--- src/rtl/vga_timing_gen.sv ---
// VGA raster timing generator with a latency-matched pixel fetch path.
// Counters request pixels one stage early; sync, blank and marker pulses are delayed to line up with the returned colour.
module vga_timing_gen #(
  parameter int   H_ACTIVE = 640,
  parameter int   H_FP     = 16,
  parameter int   H_SYNC   = 96,
  parameter int   H_BP     = 48,
  parameter int   V_ACTIVE = 480,
  parameter int   V_FP     = 10,
  parameter int   V_SYNC   = 2,
  parameter int   V_BP     = 33,
  parameter logic HS_POL   = 1'b0,
  parameter logic VS_POL   = 1'b0,
  parameter int   COLOR_W  = 8,
  parameter int   RD_LAT   = 1,
  localparam int  H_TOTAL  = H_ACTIVE + H_FP + H_SYNC + H_BP,
  localparam int  V_TOTAL  = V_ACTIVE + V_FP + V_SYNC + V_BP,
  localparam int  CW       = $clog2(H_ACTIVE),
  localparam int  RW       = $clog2(V_ACTIVE)
) (
  input  logic                 vga_clk,
  input  logic                 clr,
  input  logic                 en,
  input  logic [3*COLOR_W-1:0] pix_data,
  input  logic                 pix_valid,
  input  logic                 err_clr,
  output logic                 rd_en,
  output logic [CW-1:0]        col_addr,
  output logic [RW-1:0]        row_addr,
  output logic [COLOR_W-1:0]   r,
  output logic [COLOR_W-1:0]   g,
  output logic [COLOR_W-1:0]   b,
  output logic                 hsync_out,
  output logic                 vsync_out,
  output logic                 vga_blank_n,
  output logic                 vga_sync_n,
  output logic                 frame_start,
  output logic                 line_start,
  output logic                 underflow
);

  localparam int HW = $clog2(H_TOTAL);
  localparam int VW = $clog2(V_TOTAL);

  localparam logic [HW-1:0] H_LAST    = HW'(H_TOTAL - 1);
  localparam logic [HW-1:0] H_ACT_END = HW'(H_ACTIVE);
  localparam logic [HW-1:0] HS_BEG    = HW'(H_ACTIVE + H_FP);
  localparam logic [HW-1:0] HS_END    = HW'(H_ACTIVE + H_FP + H_SYNC);
  localparam logic [VW-1:0] V_LAST    = VW'(V_TOTAL - 1);
  localparam logic [VW-1:0] V_ACT_END = VW'(V_ACTIVE);
  localparam logic [VW-1:0] VS_BEG    = VW'(V_ACTIVE + V_FP);
  localparam logic [VW-1:0] VS_END    = VW'(V_ACTIVE + V_FP + V_SYNC);

  if (RD_LAT < 1 || RD_LAT > 4 ||
      H_ACTIVE < 1 || H_FP < 1 || H_SYNC < 1 || H_BP < 1 ||
      V_ACTIVE < 1 || V_FP < 1 || V_SYNC < 1 || V_BP < 1) begin : g_bad_params
    $error("vga_timing_gen: RD_LAT must be 1..4 and every timing parameter non-zero");
  end

  logic [HW-1:0] r_h_count;
  logic [VW-1:0] r_v_count;
  logic          w_active;
  logic          w_hs;
  logic          w_vs;
  logic          w_h0;
  logic          w_f0;
  logic [4:0]    w_tap;

  logic          r_rd_en;
  logic [CW-1:0] r_col_addr;
  logic [RW-1:0] r_row_addr;

  // Each pipe entry is {active, hs, vs, h==0, h==0&&v==0}; all-zero means inactive.
  logic [RD_LAT:0][4:0] r_pipe;
  logic [4:0]           w_dly;
  logic                 w_dly_active;
  logic                 w_dly_hs;
  logic                 w_dly_vs;
  logic                 w_dly_h0;
  logic                 w_dly_f0;

  always_ff @(posedge vga_clk or posedge clr) begin
    if (clr) begin
      r_h_count <= '0;
      r_v_count <= '0;
    end else if (en) begin
      if (r_h_count == H_LAST) begin
        r_h_count <= '0;
        r_v_count <= (r_v_count == V_LAST) ? '0 : r_v_count + VW'(1);
      end else begin
        r_h_count <= r_h_count + HW'(1);
      end
    end
  end

  assign w_active = (r_h_count < H_ACT_END) && (r_v_count < V_ACT_END);
  assign w_hs     = (r_h_count >= HS_BEG) && (r_h_count < HS_END);
  assign w_vs     = (r_v_count >= VS_BEG) && (r_v_count < VS_END);
  assign w_h0     = (r_h_count == '0);
  assign w_f0     = w_h0 && (r_v_count == '0);
  assign w_tap    = {w_active, w_hs, w_vs, w_h0, w_f0};

  // Addresses park at zero outside the visible window so the source sees a quiet bus.
  always_ff @(posedge vga_clk or posedge clr) begin
    if (clr) begin
      r_rd_en    <= 1'b0;
      r_col_addr <= '0;
      r_row_addr <= '0;
    end else if (en) begin
      r_rd_en    <= w_active;
      r_col_addr <= w_active ? r_h_count[CW-1:0] : '0;
      r_row_addr <= w_active ? r_v_count[RW-1:0] : '0;
    end
  end

  assign rd_en    = r_rd_en;
  assign col_addr = r_col_addr;
  assign row_addr = r_row_addr;

  always_ff @(posedge vga_clk or posedge clr) begin
    if (clr) begin
      r_pipe <= '0;
    end else if (en) begin
      r_pipe <= {r_pipe[RD_LAT-1:0], w_tap};
    end
  end

  assign w_dly        = r_pipe[RD_LAT];
  assign w_dly_active = w_dly[4];
  assign w_dly_hs     = w_dly[3];
  assign w_dly_vs     = w_dly[2];
  assign w_dly_h0     = w_dly[1];
  assign w_dly_f0     = w_dly[0];

  // Pin stage: colour and control are captured on the same edge so they leave the chip aligned.
  always_ff @(posedge vga_clk or posedge clr) begin
    if (clr) begin
      r           <= '0;
      g           <= '0;
      b           <= '0;
      hsync_out   <= ~HS_POL;
      vsync_out   <= ~VS_POL;
      vga_blank_n <= 1'b0;
      frame_start <= 1'b0;
      line_start  <= 1'b0;
    end else if (en) begin
      if (w_dly_active && pix_valid) begin
        r <= pix_data[3*COLOR_W-1:2*COLOR_W];
        g <= pix_data[2*COLOR_W-1:COLOR_W];
        b <= pix_data[COLOR_W-1:0];
      end else begin
        r <= '0;
        g <= '0;
        b <= '0;
      end
      hsync_out   <= w_dly_hs ? HS_POL : ~HS_POL;
      vsync_out   <= w_dly_vs ? VS_POL : ~VS_POL;
      vga_blank_n <= w_dly_active;
      frame_start <= w_dly_f0;
      line_start  <= w_dly_h0;
    end
  end

  // A missing pixel inside the visible window sets the flag; a new miss beats a simultaneous clear.
  always_ff @(posedge vga_clk or posedge clr) begin
    if (clr) begin
      underflow <= 1'b0;
    end else if (en && w_dly_active && !pix_valid) begin
      underflow <= 1'b1;
    end else if (err_clr) begin
      underflow <= 1'b0;
    end
  end

  assign vga_sync_n = 1'b0;

endmodule

--- config.mk ---
export PLATFORM = sky130hd
export DESIGN_NAME = vga_timing_gen
export DESIGN_NICKNAME = d
export VERILOG_FILES = /design/src/rtl/vga_timing_gen.sv
export SDC_FILE = /design/constraint.sdc
export NUM_CORES = 1
export LEC_CHECK = 0
export ABC_AREA = 0
export ABC_CLOCK_PERIOD_IN_PS = 3100
export CAP_MARGIN = 10
export CORE_MARGIN = 10
export CORE_UTILIZATION = 49
export DETAILED_ROUTE_END_ITERATION = 12
export GPL_TIMING_DRIVEN = 0
export PLACE_DENSITY = 0.84
export SLEW_MARGIN = 40
export SYNTH_ARGS = -nofsm -noshare
export SYNTH_HDL_FRONTEND = slang
export SYNTH_SLANG_ARGS = --single-unit
--- constraint.sdc ---
create_clock -name vga_clk -period 3.1 [get_ports vga_clk]
set_input_delay 0.62 -clock vga_clk [delete_from_list [all_inputs] [get_ports vga_clk]]
set_output_delay 0.62 -clock vga_clk [all_outputs]
set_load 0.02 [all_outputs]
Yosys cells after proc, flatten, opt, wreduce, memory -nomap -nowiden
Cells that the tools add are included.
{"block": "totals", "register_bits": 80, "output_inout_bits": 51, "input_bits": 29, "elab_cells": 49}
{"block": "classes", "magnitude_cmp": 6, "n_eq_ne": 2, "n_mux": 11, "addsub": 2, "n_reduce_logical": 12}
{"cell": "2-to-1 mux 10 bit", "n": 3}
{"cell": "2-to-1 mux 8 bit", "n": 3}
{"cell": "adder 10 x 1 -> 10 bit, second input constant", "n": 2}
{"cell": "equality test 10 bit, second input constant", "n": 2}
{"cell": "zero test 10 bit", "n": 2}
{"cell": "less-than comparator 10 bit, second input constant", "n": 2}
{"cell": "less-than comparator 10 x 9 -> 1 bit, second input constant", "n": 2}
{"cell": ">= comparator 10 bit, second input constant", "n": 1}
{"cell": ">= comparator 10 x 9 -> 1 bit, second input constant", "n": 1}
{"cell": "2-to-1 mux 9 bit", "n": 1}
{"cell": "logical AND 1 bit", "n": 7}
{"cell": "2-to-1 mux 1 bit", "n": 4}
{"cell": "AND reduction 2 bit", "n": 1}
{"cell": "nonzero test 2 bit", "n": 1}
{"cell": "zero test 1 bit", "n": 1}

Depth between registers and ports, before layout
{"block": "logic_depth", "ltp_word": 3, "depth_mapped": 6, "mapped_depth_nobuf": 6}

Least setup slack after synthesis
Ideal clock, no wire load.
{"block": "synth_timing", "kind": "input to register", "start": "input port en", "end": "register r_v_count[6]", "arrival_ns": 1.545, "required_ns": 2.974, "path_buffers": 2, "path_stages": 6, "path_slack_ns": 1.429, "path_cell_list": "buf_4 and4_2 and3_4 buf_6 nand4_1 xnor2_1"}
{"block": "synth_via", "elab_chain_len": 1}
{"element": "start, declared", "line": "23", "rtl": "input logic en,"}
{"element": "AND reduction 2 bit (no line)"}
{"element": "end signal, assigned", "line": "89", "rtl": "r_v_count <= (r_v_count == V_LAST) ? '0 : r_v_count + VW'(1);"}
{"element": "end, declared", "line": "61", "rtl": "logic [VW-1:0] r_v_count;"}
Every way passes these cells.
A chain may end at the register's enable or synchronous reset.

Worst setup path after layout
{"block": "layout_timing", "start": "register vsync_out", "end": "output port vsync_out"}
{"element": "start, declared", "line": "34", "rtl": "output logic vsync_out,"}
{"element": "start signal, assigned", "line": "142", "rtl": "vsync_out <= ~VS_POL;"}
{"element": "start signal, assigned", "line": "157", "rtl": "vsync_out <= w_dly_vs ? VS_POL : ~VS_POL;"}
No word-level cell between the ends.

==> metrics.md <==
| Metric | Value |
|---|---|
| Outcome | `finished clean` |
| Hold Crit Class | `register to register` |
| Setup TNS Final | `0 ps` |
| Post-route DRC | `0` |
| Clock-pin slew on the worst setup and hold paths | `90 ps` |
| CP cell instances | `clkdlybuf4s50_1` |
| Yosys top cell by area | `dfrtp_1` |
| Distinct cell type count after synthesis | `42` |
| Reg-to-Reg Start | `r_v_count[1]` |
| Root Buffer | `clkbuf_8` |
| FF-to-FF path depth | `6` |
| Final slew viol count | `0` |
| WP depth | `1` |
| Actual slew at the worst max-slew pin | `547.8 ps` |
| CP top delay family | `buffers and inverters` |
| Slowest CP cell | `clkdlybuf4s50_1` |
| Post-Syn Area per Cell | `12.53 sq um` |
| Synthesized area | `3219 sq um` |
| Worst EP arrival | `1490 ps` |
| Worst Setup SP | `vsync_out` |
| Peak supply drop | `0.3560 mV` |
| Synth top area cells | `dfrtp_1 60%, a22o_1 12%, mux2_2 2.4%` |
| Final Hold Vio Count | `0` |
| Area grow syn2layout | `33.85%` |
| YS warnings | `0` |
| Hold Buf Count CTS | `0` |
| Worst path required time | `2480 ps` |
| Share of cells above drive strength 1 | `11.68%` |
| Initial core utilization | `50.70%` |
| Post-detailed-route via-to-cell ratio | `5.687` |
| Max_slew headroom | `63.48%` |
| Clk_lat worst skew | `340 ps` |
| Die area | `10,210 sq um` |
| Wire per inst | `18.19 um` |
| Synthesized flop and latch total | `79` |
| Crit-path max FO | `2` |
| DR iter-0 viols | `147` |
| Number of buffers created by CTS | `9` |
| Antenna-violating nets left | `0` |
| Post-synthesis sequential area ratio | `61.48%` |
| RSZ-0062 raised after global routing | `false` |
| Post-synthesis xor/xnor area fraction | `2.993%` |
| Synth Area in Simple Gates | `9.988%` |
| Setup Skew | `10.96 ps` |
| H-tree levels | `3` |
| Maxcap violations | `0` |
| Drt first pass iters | `5` |
| Total routed wirelength | `7784 um` |
| RePlAce Congestion | `0.9037` |
| DP Cell Count | `412` |
| Top FF cell, synth | `dfrtp_1` |
| Final Power | `2.548 mW` |
| Overall Global Routing Usage | `15.10%` |
| CP Capture Point | `vsync_out` |
| First-pass GRT wire length | `12,340 um` |
| Largest family of logic cells by synthesized area | `compound AO/OA/AOI/OAI gates` |
| Largest net degree at the start of global routing | `60` |
| Initial antenna violation count | `0` |
| Post-synth ARST share | `100.0%` |
| Final core utilization | `67.86%` |
| Ant diodes | `0` |
| Die height | `101.1 um` |
| Placed Area | `4119 sq um` |
| Syn Inst Count | `257` |
| Final setup violating endpoints | `0` |
| Finished Layout Cells | `428` |
| Clk sink count | `79` |
| Post-layout net count | `379` |
| Flop2flop setup slack | `1390 ps` |
| Leakage | `1.949 nW` |
| Reg2reg end | `r_v_count[9]` |
| Fmax | `473.3 MHz` |
| CTS tree | `yes` |
| CP Launch Type | `register` |
| Die Wd | `101.1 um` |
| Total number of vias | `2,434` |
| Power per Cell Area | `591.2 nW/um^2` |
| Post-CTS Setup Inserts | `0` |
| Core ar. | `6350 sq um` |
| WS Path Type | `register to output port` |
| Tmin final | `2113 ps` |
| Number of primary I/O pins | `80` |
| Post-cts sizing count | `0` |
| Vias in the first global route | `2,413` |
| Yosys top cell area share | `59.85%` |
| Crit path buf inv count | `1` |
| Mux cell area share after synthesis | `3.070%` |
| Rows | `29` |
| Final instance area | `4309 sq um` |
| Mapped Nets | `290` |
| Crit end category | `output port` |
| Compound-Gate Fraction of Synth Area | `16.56%` |
| Worst-case clock buffer depth | `2` |
| Hpwl dp | `5736 um` |
| Slowest stage delay, CP | `620 ps` |
| Adder-cell area share of the yosys netlist | `1.555%` |
| Port Buffers | `77` |
| Grt ovf | `0` |
| Post-route clock period utilization | `68.15%` |
| Post-synth EDFFs | `0` |
[synthesized netlist by cell type (3+ instances only)]
cell type / n
mux2_2: 7
o21ai_0: 11
and3_1: 3
buf_2: 4
nor2_1: 6
o22ai_1: 3
inv_1: 11
ha_1: 4
xnor2_1: 9
clkbuf_1: 8
buf_4: 4
nand2_1: 12
nand4_1: 8
dfrtp_1: 77
a22o_1: 43
nand3_1: 10
[sequential cells by signal, summed over array words and instances, names as in the netlist]
name,cells
rd_en,1
r_pipe,4
line_start,1
frame_start,1
b,8
w_dly,5
underflow,1
r_h_count,10
vga_blank_n,1
col_addr,10
row_addr,9
hsync_out,1
g,8
vsync_out,1
r_v_count,10
r,8
[cells in the final DEF, fill, tap and decap left out, types with 3 or more instances in the layout]
master / count
xnor2_1: 9
mux2_2: 7
nand4_1: 8
a22o_1: 43
nor2_1: 6
buf_4: 4
and3_1: 3
buf_2: 4
nand3_1: 10
clkbuf_1: 8
ha_1: 4
clkdlybuf4s50_1: 77
inv_1: 10
clkbuf_8: 10
o22ai_1: 3
nand2_1: 12
dfrtp_1: 77
o21ai_0: 11
[power by group]
part           switching, mW  total, mW  leakage, nW  internal (mW)
registers             0.0959       1.25         1.03           1.15
clock network          0.393      0.717       0.0910          0.324
logic                  0.291      0.583        0.833          0.292
[layout make-up]
class	instances	area [sq um]
plain buffers	17	91.34
clock buffers	10	137.6
clock inverters	6	52.55
fillers	438	2041
inverters	12	50.05
multi-input cells	149	1104
flip-flops and latches	79	1979
well taps	77	96.34
repair buffers	78	798.3
[per-stage QoR]
| step | hold slack (ps) | setup WS, ps |
|---|---|---|
| after global placement | 410.9 | -697.9 |
| after CTS | 423.2 | 971.3 |
| after detailed placement | 413.6 | 1081 |
| final | 423.1 | 987.3 |
| after global routing | 454.9 | 949.6 |
| after floorplan | 387.0 | 459.9 |
[logic make-up after synthesis]
| logic type | after synthesis |
|---|---|
| xor+xnor | 11 |
| buf+inv | 29 |
| fa+ha+maj | 4 |
| mux | 9 |
| flops | 79 |
| other cells | 1 |
| compound gates | 68 |
| simple gates | 56 |
[how the worst min path moves through the flow]
stage	startpoint	endpoint	slack (ps)	cells after the start
floorplan	w_dly[3]	hsync_out	390	1
global placement	w_dly[3]	hsync_out	410	1
detailed placement	w_dly[3]	hsync_out	410	1
CTS	w_dly[3]	hsync_out	420	1
global route	w_dly[3]	hsync_out	450	1
finish	w_dly[3]	hsync_out	420	1
[per-layer routing]
metal  share of wire [%]  track usage [%]  vias to the layer above
li1                    -                -                     1123
met1                  46            19.62                     1195
met2                  46            23.93                      103
met3                 7.4            3.567                       13
met4                 1.3            5.466                        0
met5                   0                0                        -
Power figures use the tool's default switching activity.
